<file path="src/rtl/fetch_buffer_pkg.sv">
// fetch_buffer_pkg
//   Shared constants for the instruction-fetch buffer: address width,
//   instruction width, reset fetch address and, when the misalignment check
//   is built in (FETCH_MISALIGN_CHECK_EN), the NOP encoding and the
//   alignment helper.
package fetch_buffer_pkg;

  localparam int XLEN_WIDTH = 32;
  localparam int INST_WIDTH = 32;
  localparam logic [XLEN_WIDTH-1:0] CPU_START_ADDR = '0;

`ifdef FETCH_MISALIGN_CHECK_EN
  localparam logic [INST_WIDTH-1:0] INST_NOP = 32'h0000_0013;

  // Instructions are word aligned; any nonzero low bit is a misaligned PC.
  function automatic logic is_misaligned(input logic [1:0] pc_lsb);
    return (pc_lsb != 2'b00);
  endfunction
`endif

endpackage

</file>
<file path="src/rtl/fetch_fifo.sv">
// fetch_fifo
//   Synchronous DEPTH-entry FIFO holding fetched {pc, inst} entries.
//   Registered storage, head read directly from the storage slot (no bypass).
//   Flush and reset empty the FIFO and take priority over push and pop.
//
// Ports
//   clk        in   clock
//   rst        in   synchronous active-high reset
//   flush      in   empty the FIFO this cycle
//   push       in   write push_data at the tail
//   push_data  in   WIDTH-bit entry
//   pop        in   advance the head
//   count      out  number of stored entries (0..DEPTH)
//   head       out  entry at the head slot
module fetch_fifo #(
  parameter int WIDTH = 64,
  parameter int DEPTH = 2
) (
  input  logic                       clk,
  input  logic                       rst,
  input  logic                       flush,
  input  logic                       push,
  input  logic [WIDTH-1:0]           push_data,
  input  logic                       pop,
  output logic [$clog2(DEPTH):0]     count,
  output logic [WIDTH-1:0]           head
);

  localparam int PW = $clog2(DEPTH);
  localparam int CW = PW + 1;
  localparam logic [PW-1:0] PTR_ONE = PW'(1);
  localparam logic [CW-1:0] CNT_ONE = CW'(1);

  logic [WIDTH-1:0] r_mem [DEPTH];
  logic [PW-1:0]    r_wr_ptr;
  logic [PW-1:0]    r_rd_ptr;
  logic [CW-1:0]    r_count;
  logic             w_clr;
  logic             w_push;
  logic             w_pop;

  assign w_clr  = rst | flush;
  assign w_push = push & ~w_clr;
  assign w_pop  = pop & ~w_clr;

  always_ff @(posedge clk) begin
    if (w_clr) begin
      r_wr_ptr <= '0;
      r_rd_ptr <= '0;
      r_count  <= '0;
    end else begin
      if (w_push) begin
        r_wr_ptr <= r_wr_ptr + PTR_ONE;
      end
      if (w_pop) begin
        r_rd_ptr <= r_rd_ptr + PTR_ONE;
      end
      case ({w_push, w_pop})
        2'b10:   r_count <= r_count + CNT_ONE;
        2'b01:   r_count <= r_count - CNT_ONE;
        default: r_count <= r_count;
      endcase
    end
  end

  // Storage carries no reset; only the pointers define which slots are live.
  always_ff @(posedge clk) begin
    if (w_push) begin
      r_mem[r_wr_ptr] <= push_data;
    end
  end

  assign count = r_count;
  assign head  = r_mem[r_rd_ptr];

endmodule

</file>
<file path="src/rtl/fetch_buffer.sv">
// fetch_buffer
//   Instruction-fetch stage sitting right after the PC register. Issues one
//   instruction-memory read per accepted PC, captures the 1-cycle-latency
//   response into a DEPTH-entry FIFO of {pc, inst}, and hands entries to
//   decode with a valid/ready handshake. Backpressure goes to the PC through
//   pause; flush discards everything buffered or in flight.
//
//   Optional build macro FETCH_MISALIGN_CHECK_EN: a misaligned PC still takes
//   a credit but sends no memory read; the entry is a NOP with fault set.
//
// Ports
//   clk         in   clock
//   rst         in   synchronous active-high reset
//   flush       in   discard buffered and in-flight fetches
//   pc          in   current PC
//   pause       out  hold the PC (no request this cycle)
//   imem_req    out  instruction-memory read strobe
//   imem_addr   out  read address (= pc)
//   imem_rdata  in   instruction word, valid the cycle after imem_req
//   out_valid   out  head entry valid
//   out_ready   in   decode accepts head
//   out_pc      out  head PC
//   out_inst    out  head instruction
//   out_fault   out  head misaligned flag (0 when the check is not built)
module fetch_buffer
  import fetch_buffer_pkg::*;
#(
  parameter int DEPTH = 2,
  parameter int XLEN  = XLEN_WIDTH
) (
  input  logic                  clk,
  input  logic                  rst,
  input  logic                  flush,
  input  logic [XLEN-1:0]       pc,
  output logic                  pause,
  output logic                  imem_req,
  output logic [XLEN-1:0]       imem_addr,
  input  logic [INST_WIDTH-1:0] imem_rdata,
  output logic                  out_valid,
  input  logic                  out_ready,
  output logic [XLEN-1:0]       out_pc,
  output logic [INST_WIDTH-1:0] out_inst,
  output logic                  out_fault
);

  localparam int CW = $clog2(DEPTH) + 1;
`ifdef FETCH_MISALIGN_CHECK_EN
  localparam int EW = 1 + XLEN + INST_WIDTH;
`else
  localparam int EW = XLEN + INST_WIDTH;
`endif
  localparam logic [CW:0] DEPTH_OCC = (CW+1)'(DEPTH);

  logic            r_inflight;
  logic [XLEN-1:0] r_req_pc;
  logic [CW-1:0]   w_count;
  logic [CW:0]     w_occ;
  logic [EW-1:0]   w_head;
  logic [EW-1:0]   w_push_data;
  logic            w_valid;
  logic            w_pop;
  logic            w_push;
  logic            w_issue;

  // out_valid is forced low while reset is held so no pop can occur then.
  assign w_valid = (w_count != '0) & ~rst;
  assign w_pop   = w_valid & out_ready;

  // Credit: entries stored plus the one in flight, minus what leaves now,
  // must leave a free slot for the response that this request will produce.
  assign w_occ   = {1'b0, w_count} + {{CW{1'b0}}, r_inflight} - {{CW{1'b0}}, w_pop};
  assign w_issue = ~rst & ~flush & (w_occ < DEPTH_OCC);

  assign pause     = ~w_issue;
  assign imem_addr = pc;
  assign w_push    = r_inflight & ~flush & ~rst;

`ifdef FETCH_MISALIGN_CHECK_EN
  logic r_req_mis;

  assign imem_req = w_issue & ~is_misaligned(pc[1:0]);

  always_ff @(posedge clk) begin
    if (rst) begin
      r_req_mis <= 1'b0;
    end else if (w_issue) begin
      r_req_mis <= is_misaligned(pc[1:0]);
    end
  end

  // A misaligned request had no memory read; whatever rdata holds is ignored.
  assign w_push_data = {r_req_mis, r_req_pc, (r_req_mis ? INST_NOP : imem_rdata)};
  assign out_fault   = w_head[EW-1];
`else
  assign imem_req    = w_issue;
  assign w_push_data = {r_req_pc, imem_rdata};
  assign out_fault   = 1'b0;
`endif

  always_ff @(posedge clk) begin
    if (rst) begin
      r_inflight <= 1'b0;
      r_req_pc   <= CPU_START_ADDR;
    end else begin
      r_inflight <= w_issue;
      if (w_issue) begin
        r_req_pc <= pc;
      end
    end
  end

  fetch_fifo #(
    .WIDTH (EW),
    .DEPTH (DEPTH)
  ) u_fifo (
    .clk       (clk),
    .rst       (rst),
    .flush     (flush),
    .push      (w_push),
    .push_data (w_push_data),
    .pop       (w_pop),
    .count     (w_count),
    .head      (w_head)
  );

  assign out_valid = w_valid;
  assign out_inst  = w_head[INST_WIDTH-1:0];
  assign out_pc    = w_head[INST_WIDTH +: XLEN];

endmodule

</file>
<file path="config.mk">
export PLATFORM = sky130hd
export DESIGN_NAME = fetch_buffer
export DESIGN_NICKNAME = d
export VERILOG_FILES = /design/src/rtl/fetch_buffer_pkg.sv /design/src/rtl/fetch_fifo.sv /design/src/rtl/fetch_buffer.sv
export SDC_FILE = /design/constraint.sdc
export NUM_CORES = 1
export LEC_CHECK = 0
export ABC_AREA = 1
export CORE_ASPECT_RATIO = 2
export CORE_MARGIN = 2
export CORE_UTILIZATION = 50
export CTS_CLUSTER_DIAMETER = 80
export DETAILED_ROUTE_END_ITERATION = 8
export DONT_BUFFER_PORTS = 1
export GPL_ROUTABILITY_DRIVEN = 0
export SLEW_MARGIN = 25
export SYNTH_ARGS = -nofsm -noshare
export SYNTH_HDL_FRONTEND = slang
export SYNTH_SLANG_ARGS = --single-unit
</file>
<file path="constraint.sdc">
create_clock -name clk -period 5.2 [get_ports clk]
set_clock_uncertainty 0.1 [all_clocks]
set_input_delay 1.04 -clock clk [delete_from_list [all_inputs] [get_ports clk]]
set_output_delay 1.04 -clock clk [all_outputs]
set_load 0.01 [all_outputs]
</file>
==> impl_metrics.env, run 1 <==
export IMPL_status="completed"
export IMPL_critPathCaptureType="output pin"
export IMPL_overflow=0
export IMPL_report_power_total_uw=2820
export IMPL_power_per_unit_of_standard_cell_area_nw_per_um2=396
export IMPL_wl_um=11200
export IMPL_post_drt_via_cell_ratio=5.22
export IMPL_drive_above_1_share_pct=23.7
export IMPL_postLayoutCellArea_um2=7120
export IMPL_final_net_count=540
export IMPL_ant_nets=0
export IMPL_grt_start_max_net_pins=65
export IMPL_drt_drc_violations_left=0
export IMPL_cts_buffer_depth=2
export IMPL_static_leakage_power_uw=0.00266
export IMPL_count_of_mapped_cells_out_of_synthesis=495
export IMPL_max_stage_delay_ns=0.56
export IMPL_critPathLaunch="u_fifo.count[1]"
export IMPL_timing_worst_setup_path_type="reg2out"
export IMPL_global_route_wire_length_before_repair_um=17800
export IMPL_synth_edf_count=128
export IMPL_final_period_utilization_pct=75.7
export IMPL_worst_slew_pin_slew_ns=0.903
export IMPL_postSynthAreaPerCell_um2=13.3
export IMPL_postSynth_asyncResetShare_pct=0
export IMPL_timing_slew_headroom_pct=39.6
export IMPL_design_core_area_um2=12900
export IMPL_final_core_util_pct=55.1
export IMPL_synth_seq_cells=166
export IMPL_placed_cells=602
export IMPL_initial_utilization_pct=51.1
export IMPL_hold_violations=0
export IMPL_io_buffers=0
export IMPL_crit_chain="inv_2, nand2_1, nand3_1, inv_1, ha_1, inv_1, nand2_1, fa_1, nand2_4, nor2_4, inv_1"
export IMPL_worstPathMaxFanout=14
export IMPL_ys_warn_count=0
export IMPL_worst_skew_pair_late_latency_ns=0.41
export IMPL_stdcell_count=635
export IMPL_synthFlopType="sky130_fd_sc_hd__edfxtp_1"
export IMPL_cts_sinks=166
export IMPL_worst_path_max_delay_cell="sky130_fd_sc_hd__fa_1"
export IMPL_crit_path_frequent_cell="sky130_fd_sc_hd__inv_1"
export IMPL_die_y_um=166
export IMPL_wire_per_inst_um=17.6
export IMPL_r2r_start="u_fifo.count[1]"
export IMPL_worst_setup_hold_path_clk_slew_ns=0.07
export IMPL_post_cts_repair_setup_buffers=0
export IMPL_yosysSeqAreaShare_pct=69.8
export IMPL_initial_antenna_violation_count=2
export IMPL_arrival_ns=2.80
export IMPL_via_count=3312
export IMPL_unrepaired_setup_endpoints_after_global_routing="no"
export IMPL_netlist_area_um2=6600
export IMPL_setup_violations_final=0
export IMPL_yosysUniqueCellTypes=24
export IMPL_clk_root_buffer_cell="sky130_fd_sc_hd__clkbuf_16"
export IMPL_ir_drop_mv=0.281
export IMPL_synthToLayoutAreaGrowth_pct=7.89
export IMPL_required_ns=4.06
export IMPL_fin_setup_tns_ns=0
export IMPL_cts_htree_levels=4
export IMPL_hold_path_startpoint="r_req_pc[31]"
export IMPL_dr_pass1_iters=4
export IMPL_cts_inserted_buffers=17
export IMPL_io_pin_count=168
export IMPL_drv_slew=0
export IMPL_mappedNetlistNets=566
export IMPL_cp_start_kind="register"
export IMPL_layout_filler_cells=1070
export IMPL_dp_final_hpwl_um=7450
export IMPL_drt_first_iter_violations=141
export IMPL_gates_resized_cts_repair=0
export IMPL_timing_hold_worst_class="reg2reg"
export IMPL_floorplan_die_area_um2=14200
export IMPL_tritoncts="done"
export IMPL_die_width_um=85.2
export IMPL_cts_hold_repair_buffers=0
export IMPL_grt_util_all_layers_pct=16.4
export IMPL_clock_fmax_mhz=254
export IMPL_rows=59
export IMPL_grt_pass1_vias=3514
export IMPL_final_period_minus_worst_setup_slack_ns=3.94
export IMPL_max_cap_viol_count=0
export IMPL_placed_cell_area_um2=6500
layout by cell type, fill, tap and decap left out, types with 2 or more instances in the layout:
| cell | Yosys | layout |
|---|---|---|
| sky130_fd_sc_hd__nand4_1 | 2 | 2 |
| sky130_fd_sc_hd__dfxtp_1 | 38 | 37 |
| sky130_fd_sc_hd__nand2_1 | 46 | 45 |
| sky130_fd_sc_hd__mux2_2 | 64 | 64 |
| sky130_fd_sc_hd__nor2_1 | 71 | 69 |
| sky130_fd_sc_hd__inv_8 | 0 | 5 |
| sky130_fd_sc_hd__nand3_1 | 33 | 33 |
| sky130_fd_sc_hd__clkbuf_16 | 0 | 17 |
| sky130_fd_sc_hd__inv_6 | 0 | 3 |
| sky130_fd_sc_hd__a21oi_1 | 3 | 3 |
| sky130_fd_sc_hd__bufinv_16 | 0 | 2 |
| sky130_fd_sc_hd__clkinvlp_4 | 0 | 3 |
| sky130_fd_sc_hd__nor2_4 | 2 | 4 |
| sky130_fd_sc_hd__ha_1 | 2 | 2 |
| sky130_fd_sc_hd__buf_4 | 33 | 7 |
| sky130_fd_sc_hd__inv_1 | 44 | 44 |
| sky130_fd_sc_hd__edfxtp_1 | 128 | 128 |
| sky130_fd_sc_hd__nand2_2 | 1 | 2 |
| sky130_fd_sc_hd__inv_2 | 2 | 2 |
per-stage QoR:
stage,hold slack (ns),worst slack (ns)
3_3_place_gp,0.331,1.36
5_1_grt,0.360,1.06
4_1_cts,0.356,1.23
2_1_floorplan,0.326,0.593
6_report,0.355,1.26
3_5_place_dp,0.343,1.26
cells by family (layout without fill, tap and decap cells):
| kind of cell | after synthesis | in the layout | share of synthesized area [%] |
|---|---|---|---|
| flip-flops | 166 | 166 | 69.8 |
| AND/OR/NAND/NOR | 158 | 158 | 10.1 |
| buffers and inverters | 98 | 85 | 8.04 |
| multiplexers | 64 | 64 | 10.9 |
| AO/OA/AOI/OAI | 5 | 5 | 0.398 |
| adder cells (fa/ha/maj) | 3 | 3 | 0.683 |
| other | 1 | 2 | 0.0568 |
critical path, delay by kind of cell (launching register included):
family                   cells  cell delay [ns]
adder cells (fa/ha/maj)      2             0.79
buffers and inverters        4             0.40
flip-flops                   1             0.49
AND/OR/NAND/NOR              5             0.71
final timing paths:
kind / endpoint / slack [ns] / depth (start not counted)
worst max-delay path: pause / 1.26 / 11
worst min-delay path: u_fifo.r_mem[1][63] / 0.36 / 0
worst max register to register: r_req_pc[19] / 2.17 / 14
worst min register to register: u_fifo.r_mem[1][63] / 0.36 / 0
final cells by class:
class	instances	area (um^2)	area share (%)
multi-input combinational	231	1480	20.8
tap	152	190	2.67
antenna	1	2.50	0.0351
timing repair buffer	7	52.6	0.738
clock buffer	17	425	5.98
clock inverter	15	186	2.62
inverter	46	173	2.43
sequential	166	4610	64.7
power by group:
group | switching (uW) | leakage, uW | internal, uW
Clock | 535 | 0.000293 | 731
Sequential | 14.6 | 0.00151 | 1460
Combinational | 52.7 | 0.000857 | 28.6
sequential cells by signal, indices dropped and copies added, names as in the netlist, named ones only:
name / cells
u_fifo.r_rd_ptr: 1
r_inflight: 1
u_fifo.r_mem: 128
r_req_pc: 32
u_fifo.r_wr_ptr: 1
u_fifo.count: 2
routing by layer:
layer | track usage, % | routed length, um | vias to the layer above
li1 | - | - | 1604
met1 | 15.3 | 3950 | 1585
met2 | 30.7 | 6220 | 102
met3 | 6.74 | 828 | 17
met4 | 6.49 | 173 | 4
met5 | 0 | 26 | -
cell usage after synthesis (2+ instances only):
library cell | number | area [um^2]
sky130_fd_sc_hd__edfxtp_1 | 128 | 3840
sky130_fd_sc_hd__nor2_1 | 71 | 267
sky130_fd_sc_hd__mux2_2 | 64 | 721
sky130_fd_sc_hd__nand2_1 | 46 | 173
sky130_fd_sc_hd__inv_1 | 44 | 165
sky130_fd_sc_hd__dfxtp_1 | 38 | 761
sky130_fd_sc_hd__buf_4 | 33 | 248
sky130_fd_sc_hd__nand3_1 | 33 | 165
sky130_fd_sc_hd__buf_2 | 13 | 65.1
sky130_fd_sc_hd__a21oi_1 | 3 | 15.0
sky130_fd_sc_hd__buf_1 | 3 | 11.3
sky130_fd_sc_hd__buf_6 | 3 | 33.8
sky130_fd_sc_hd__ha_1 | 2 | 25.0
sky130_fd_sc_hd__inv_2 | 2 | 7.51
sky130_fd_sc_hd__nand4_1 | 2 | 12.5
sky130_fd_sc_hd__nor2_4 | 2 | 22.5
Note: power is estimated with default switching activity, not from simulation.
==> inputs of run 2 (changes only) <==
- clock period: 5.2 -> 3.7 ns (I/O delays scaled with it)
==> impl_metrics.env, run 2 (synthesis results as in run 1) <==
export IMPL_wire_per_inst_um=17.7
export IMPL_combinational_power_share_pct=2.9
export IMPL_drt_first_iter_violations=159
export IMPL_worst_setup_hold_path_clk_slew_ns=0.07
export IMPL_grt_start_max_net_pins=65
export IMPL_initial_antenna_violation_count=3
export IMPL_cts_htree_levels=4
export IMPL_io_buffers=0
export IMPL_required_ns=2.86
export IMPL_crit_chain="inv_2, nand2_1, nand3_1, inv_1, ha_1, inv_1, nand2_1, fa_1, nand2_1, nand2_2, nor2_4, inv_1"
export IMPL_power_switching_share_pct=20.2
export IMPL_path_delay_family="simple AND/OR/NAND/NOR gates"
export IMPL_power_clock_fraction_pct=46.1
export IMPL_max_cap_viol_count=0
export IMPL_final_core_util_pct=55.7
export IMPL_clk_root_buffer_cell="sky130_fd_sc_hd__clkbuf_16"
export IMPL_placement_setup_worst_slack_ns=0.426
export IMPL_synthToLayoutAreaGrowth_pct=9.01
export IMPL_final_critical_path_setup_slack_ns=0.224
export IMPL_timing_slew_headroom_pct=43.1
export IMPL_max_ffs_per_register=128
export IMPL_worstPathMaxFanout=6
export IMPL_wl_um=11300
export IMPL_report_power_total_uw=4060
export IMPL_grt_util_all_layers_pct=16.2
export IMPL_worst_slew_pin_slew_ns=0.854
export IMPL_final_period_minus_worst_setup_slack_ns=3.48
export IMPL_hold_path_startpoint="imem_rdata[11]"
export IMPL_max_stage_delay_ns=0.47
export IMPL_final_net_count=540
export IMPL_via_count=3259
export IMPL_dr_pass1_iters=4
export IMPL_worst_path_max_delay_cell="sky130_fd_sc_hd__dfxtp_1"
export IMPL_rows=59
export IMPL_grt_busiest_layer="met2"
export IMPL_seqPwrFrac_pct=51.0
export IMPL_rr_endpoint="r_req_pc[6]"
export IMPL_dp_final_hpwl_um=7160
export IMPL_power_per_unit_of_standard_cell_area_nw_per_um2=564
export IMPL_footprint_of_the_multi_input_gates_um2=1490
export IMPL_drv_slew=0
export IMPL_arrival_ns=2.64
export IMPL_area_sequential_um2=4610
export IMPL_regMostFlops="u_fifo.r_mem"
export IMPL_total_buffers_and_inverters_traversed_by_the_critical_path=4
export IMPL_hold_violations=0
export IMPL_worst_skew_pair_late_latency_ns=0.41
export IMPL_design_core_area_um2=12900
export IMPL_overflow=0
export IMPL_internal_power_uw=3240
export IMPL_min_path_cells=0
export IMPL_ant_nets=0
export IMPL_fin_setup_tns_ns=0
export IMPL_drive_above_1_share_pct=23.2
export IMPL_die_y_um=166
export IMPL_tritoncts="done"
export IMPL_cts_hold_repair_buffers=0
export IMPL_layout_common_cells="sky130_fd_sc_hd__edfxtp_1, sky130_fd_sc_hd__nor2_1, sky130_fd_sc_hd__mux2_2"
export IMPL_floorplan_die_area_um2=14200
export IMPL_met3_track_utilization_from_global_routing_pct=7.58
export IMPL_grt_pass1_vias=3490
export IMPL_drt_drc_violations_left=0
export IMPL_global_route_wire_length_before_repair_um=17600
export IMPL_post_cts_repair_setup_buffers=0
export IMPL_setup_violations_final=0
export IMPL_cts_inserted_buffers=17
export IMPL_status="completed"
export IMPL_unrepaired_setup_endpoints_after_global_routing="no"
export IMPL_final_common_cell="sky130_fd_sc_hd__edfxtp_1"
export IMPL_timing_worst_setup_path_type="reg2out"
export IMPL_die_width_um=85.2
export IMPL_post_drt_via_cell_ratio=5.12
export IMPL_timing_hold_worst_class="in2reg"
export IMPL_cts_sinks=166
export IMPL_clock_fmax_mhz=288
export IMPL_critPathCaptureType="output pin"
export IMPL_r2r_start="u_fifo.count[1]"
export IMPL_io_pin_count=168
export IMPL_cp_start_kind="register"
export IMPL_cts_buffer_depth=2
export IMPL_final_period_utilization_pct=93.9
export IMPL_hold_path_end="u_fifo.r_mem[0][11]"
export IMPL_grt_use_met2_pct=29.4
export IMPL_globalRouteMet1Util_pct=15.3
export IMPL_ir_drop_mv=0.538
export IMPL_gates_resized_cts_repair=0
export IMPL_reg2reg_depth=14
export IMPL_initial_utilization_pct=51.1
export IMPL_switching_power_uw=820
export IMPL_reg2reg_slack_ns=0.80
export IMPL_static_leakage_power_uw=0.00269
export IMPL_layout_filler_cells=1034
==> run 2: cell count changes in the layout (fill, tap and decap cells not counted), sizes merged <==
cell / before / now
nor2: 74 / 75
buf: 7 / 6
bufinv: 2 / 4
clkinv: 2 / 3
inv: 54 / 53
clkinvlp: 3 / 1
diode: 1 / 2
==> run 2: layout make-up <==
type,count,share of cell area [%]
antenna,2,0.0696
clock inverter,15,2.94
clock buffer,17,5.91
multi-input combinational,232,20.6
inverter,46,2.40
timing repair buffer,6,1.32
tap,152,2.64
sequential,166,64.1
==> run 2: metal layers <==
metal	routed length, um	vias up
li1	-	1600
met1	4030	1518
met2	6160	115
met3	852	22
met4	222	4
met5	22	-
==> run 2: how the worst max path moves through the flow <==
stage	end	startpoint	depth (start not counted)	slack, ns
finish	pause	u_fifo.count[1]	12	0.22
global placement	pause	rst	10	0.50
global route	pause	u_fifo.count[1]	12	0.02
detailed placement	pause	rst	10	0.43
floorplan	u_fifo.r_mem[1][0]	flush	3	0.46
CTS	pause	u_fifo.count[1]	11	0.13
==> run 2: metrics by stage <==
stage / hold slack (ns) / area (um^2) / std cells
4_1_cts: 0.302 / 7180 / 633
3_3_place_gp: 0.330 / 6550 / 601
5_1_grt: 0.293 / 7190 / 634
6_report: 0.321 / 7190 / 636
3_5_place_dp: 0.340 / 6550 / 601
2_1_floorplan: 0.326 / 6600 / 495
==> run 2: power by group through the flow <==
stage	logic [uW]	clock network (uW)	registers, uW
floorplan	133	0	2100
global placement	116	0	2110
detailed placement	119	0	2110
CTS	119	1910	2070
global route	135	1990	2070
finish	118	1870	2070
==> run 2: worst reg2reg max path, cell delays in order, from the launching register on <==
cell                      delay, ns
sky130_fd_sc_hd__dfxtp_1       0.47
sky130_fd_sc_hd__inv_2         0.10
sky130_fd_sc_hd__nand2_1       0.09
sky130_fd_sc_hd__nand3_1       0.12
sky130_fd_sc_hd__inv_1         0.08
sky130_fd_sc_hd__ha_1          0.22
sky130_fd_sc_hd__inv_1         0.06
sky130_fd_sc_hd__nand2_1       0.06
sky130_fd_sc_hd__fa_1          0.55
sky130_fd_sc_hd__inv_1         0.07
sky130_fd_sc_hd__nor2_2        0.44
sky130_fd_sc_hd__buf_12        0.23
sky130_fd_sc_hd__nand3_1       0.10
sky130_fd_sc_hd__nand2_1       0.07
sky130_fd_sc_hd__nor2_1        0.04
==> inputs of run 3 (changes only) <==
- CELL_PAD_IN_SITES_DETAIL_PLACEMENT: not set -> 0
- CELL_PAD_IN_SITES_GLOBAL_PLACEMENT: not set -> 1
- PLACE_DENSITY_LB_ADDON: not set -> 0.1
==> impl_metrics.env, run 3 (synthesis results as in run 1) <==
export IMPL_dp_final_hpwl_um=7470
export IMPL_required_ns=2.86
export IMPL_postLayoutCellArea_um2=7120
export IMPL_seqPwrFrac_pct=53.5
export IMPL_n_antenna_cell=0
export IMPL_worst_setup_hold_path_clk_slew_ns=0.06
export IMPL_cts_hold_repair_buffers=0
export IMPL_overflow=0
export IMPL_max_cap_viol_count=0
export IMPL_placed_cell_area_um2=6540
export IMPL_cp_start_kind="register"
export IMPL_reg2reg_depth=13
export IMPL_power_per_unit_of_standard_cell_area_nw_per_um2=544
export IMPL_worst_skew_pair_late_latency_ns=0.41
export IMPL_io_pin_count=168
export IMPL_initial_utilization_pct=51.1
export IMPL_global_route_wire_length_before_repair_um=17500
export IMPL_post_drt_via_cell_ratio=5.13
export IMPL_drt_first_iter_violations=139
export IMPL_unrepaired_setup_endpoints_after_global_routing="no"
export IMPL_static_leakage_power_uw=0.00266
export IMPL_clk_root_buffer_cell="sky130_fd_sc_hd__clkbuf_16"
export IMPL_worst_slew_pin_slew_ns=0.639
export IMPL_grt_start_max_net_pins=41
export IMPL_critPathLaunch="u_fifo.count[1]"
export IMPL_design_core_area_um2=12900
export IMPL_initial_antenna_violation_count=1
export IMPL_final_net_count=544
export IMPL_drt_drc_violations_left=0
export IMPL_final_period_utilization_pct=89.3
export IMPL_wire_per_inst_um=17.6
export IMPL_hold_path_startpoint="imem_rdata[11]"
export IMPL_area_sequential_um2=4610
export IMPL_switching_power_uw=785
export IMPL_post_cts_repair_setup_buffers=0
export IMPL_placed_cells=606
export IMPL_status="completed"
export IMPL_final_period_minus_worst_setup_slack_ns=3.30
export IMPL_ant_nets=0
export IMPL_cts_buffer_depth=2
export IMPL_via_count=3273
export IMPL_power_switching_share_pct=20.3
export IMPL_rows=59
export IMPL_timing_slew_headroom_pct=57.4
export IMPL_arrival_ns=2.46
export IMPL_cts_sinks=166
export IMPL_timing_hold_worst_class="in2reg"
export IMPL_drv_slew=0
export IMPL_die_width_um=85.2
export IMPL_final_core_util_pct=55.1
export IMPL_timing_worst_setup_path_type="reg2out"
export IMPL_reg2reg_slack_ns=1.00
export IMPL_worstPathMaxFanout=6
export IMPL_ir_drop_mv=0.374
export IMPL_layout_filler_cells=1082
export IMPL_r2r_start="u_fifo.count[1]"
export IMPL_floorplan_die_area_um2=14200
export IMPL_clock_fmax_mhz=303
export IMPL_stdcell_count=638
export IMPL_min_path_cells=0
export IMPL_rr_endpoint="r_req_pc[23]"
export IMPL_grt_pass1_vias=3349
export IMPL_footprint_of_the_multi_input_gates_um2=1480
export IMPL_power_clock_fraction_pct=43.6
export IMPL_cts_inserted_buffers=17
export IMPL_internal_power_uw=3090
export IMPL_cts_htree_levels=4
export IMPL_io_buffers=0
export IMPL_wl_um=11300
export IMPL_report_power_total_uw=3870
export IMPL_grt_util_all_layers_pct=16.4
export IMPL_tritoncts="done"
export IMPL_die_y_um=166
export IMPL_gates_resized_cts_repair=0
export IMPL_combinational_power_share_pct=3.0
export IMPL_hold_path_end="u_fifo.r_mem[0][11]"
export IMPL_synthToLayoutAreaGrowth_pct=7.89
export IMPL_regMostFlops="u_fifo.r_mem"
export IMPL_final_common_cell="sky130_fd_sc_hd__edfxtp_1"
export IMPL_critPathCaptureType="output pin"
export IMPL_layout_common_cells="sky130_fd_sc_hd__edfxtp_1, sky130_fd_sc_hd__nor2_1, sky130_fd_sc_hd__mux2_2"
export IMPL_hold_violations=0
export IMPL_drive_above_1_share_pct=23.5
export IMPL_setup_violations_final=0
export IMPL_dr_pass1_iters=4
export IMPL_fin_setup_tns_ns=0
export IMPL_max_ffs_per_register=128
run 3: how the worst max path moves through the flow:
stage	to	cells past startpoint
global route	pause	11
finish	pause	11
detailed placement	pause	10
floorplan	u_fifo.r_mem[1][0]	3
CTS	pause	11
global placement	pause	10
run 3: worst max-delay path, stage by stage, from the launching register on:
cell and delay (ns):
sky130_fd_sc_hd__dfxtp_1 0.49, sky130_fd_sc_hd__inv_2 0.10, sky130_fd_sc_hd__nand2_1 0.09, sky130_fd_sc_hd__nand3_1 0.11, sky130_fd_sc_hd__inv_1 0.08, sky130_fd_sc_hd__ha_1 0.22, sky130_fd_sc_hd__inv_1 0.05, sky130_fd_sc_hd__nand2_1 0.05
sky130_fd_sc_hd__fa_1 0.54, sky130_fd_sc_hd__nand2_4 0.07, sky130_fd_sc_hd__nor2_4 0.15, sky130_fd_sc_hd__inv_1 0.09
run 3: layout make-up:
type / instances / share of cell area (%)
flip-flops and latches: 166 / 64.7
well taps: 152 / 2.67
multi-input cells: 231 / 20.8
inverters: 46 / 2.43
clock inverters: 15 / 2.13
clock buffers: 17 / 5.98
repair buffers: 11 / 1.34
run 3: through the flow:
step                      hold WS [ns]  worst slack [ns]
after floorplan                  0.326             0.459
after global placement           0.331             0.703
after detailed placement         0.338             0.685
after CTS                        0.296             0.339
after global routing             0.288             0.166
final                            0.319             0.396
run 3: layer usage:
layer	track usage, %	up-vias	share of wire [%]
li1	-	1600	-
met1	16.8	1566	36
met2	30.1	93	57
met3	6.44	10	6.2
met4	4.97	4	0.81
met5	0	-	0.19
run 3: power groups by stage:
| stage | Combinational [uW] | Clock, uW | Sequential [uW] |
|---|---|---|---|
| 6_report | 115 | 1690 | 2070 |
| 5_1_grt | 132 | 1810 | 2070 |
| 4_1_cts | 118 | 1730 | 2070 |
| 3_5_place_dp | 118 | 0 | 2110 |
| 3_3_place_gp | 116 | 0 | 2110 |
| 2_1_floorplan | 133 | 0 | 2100 |
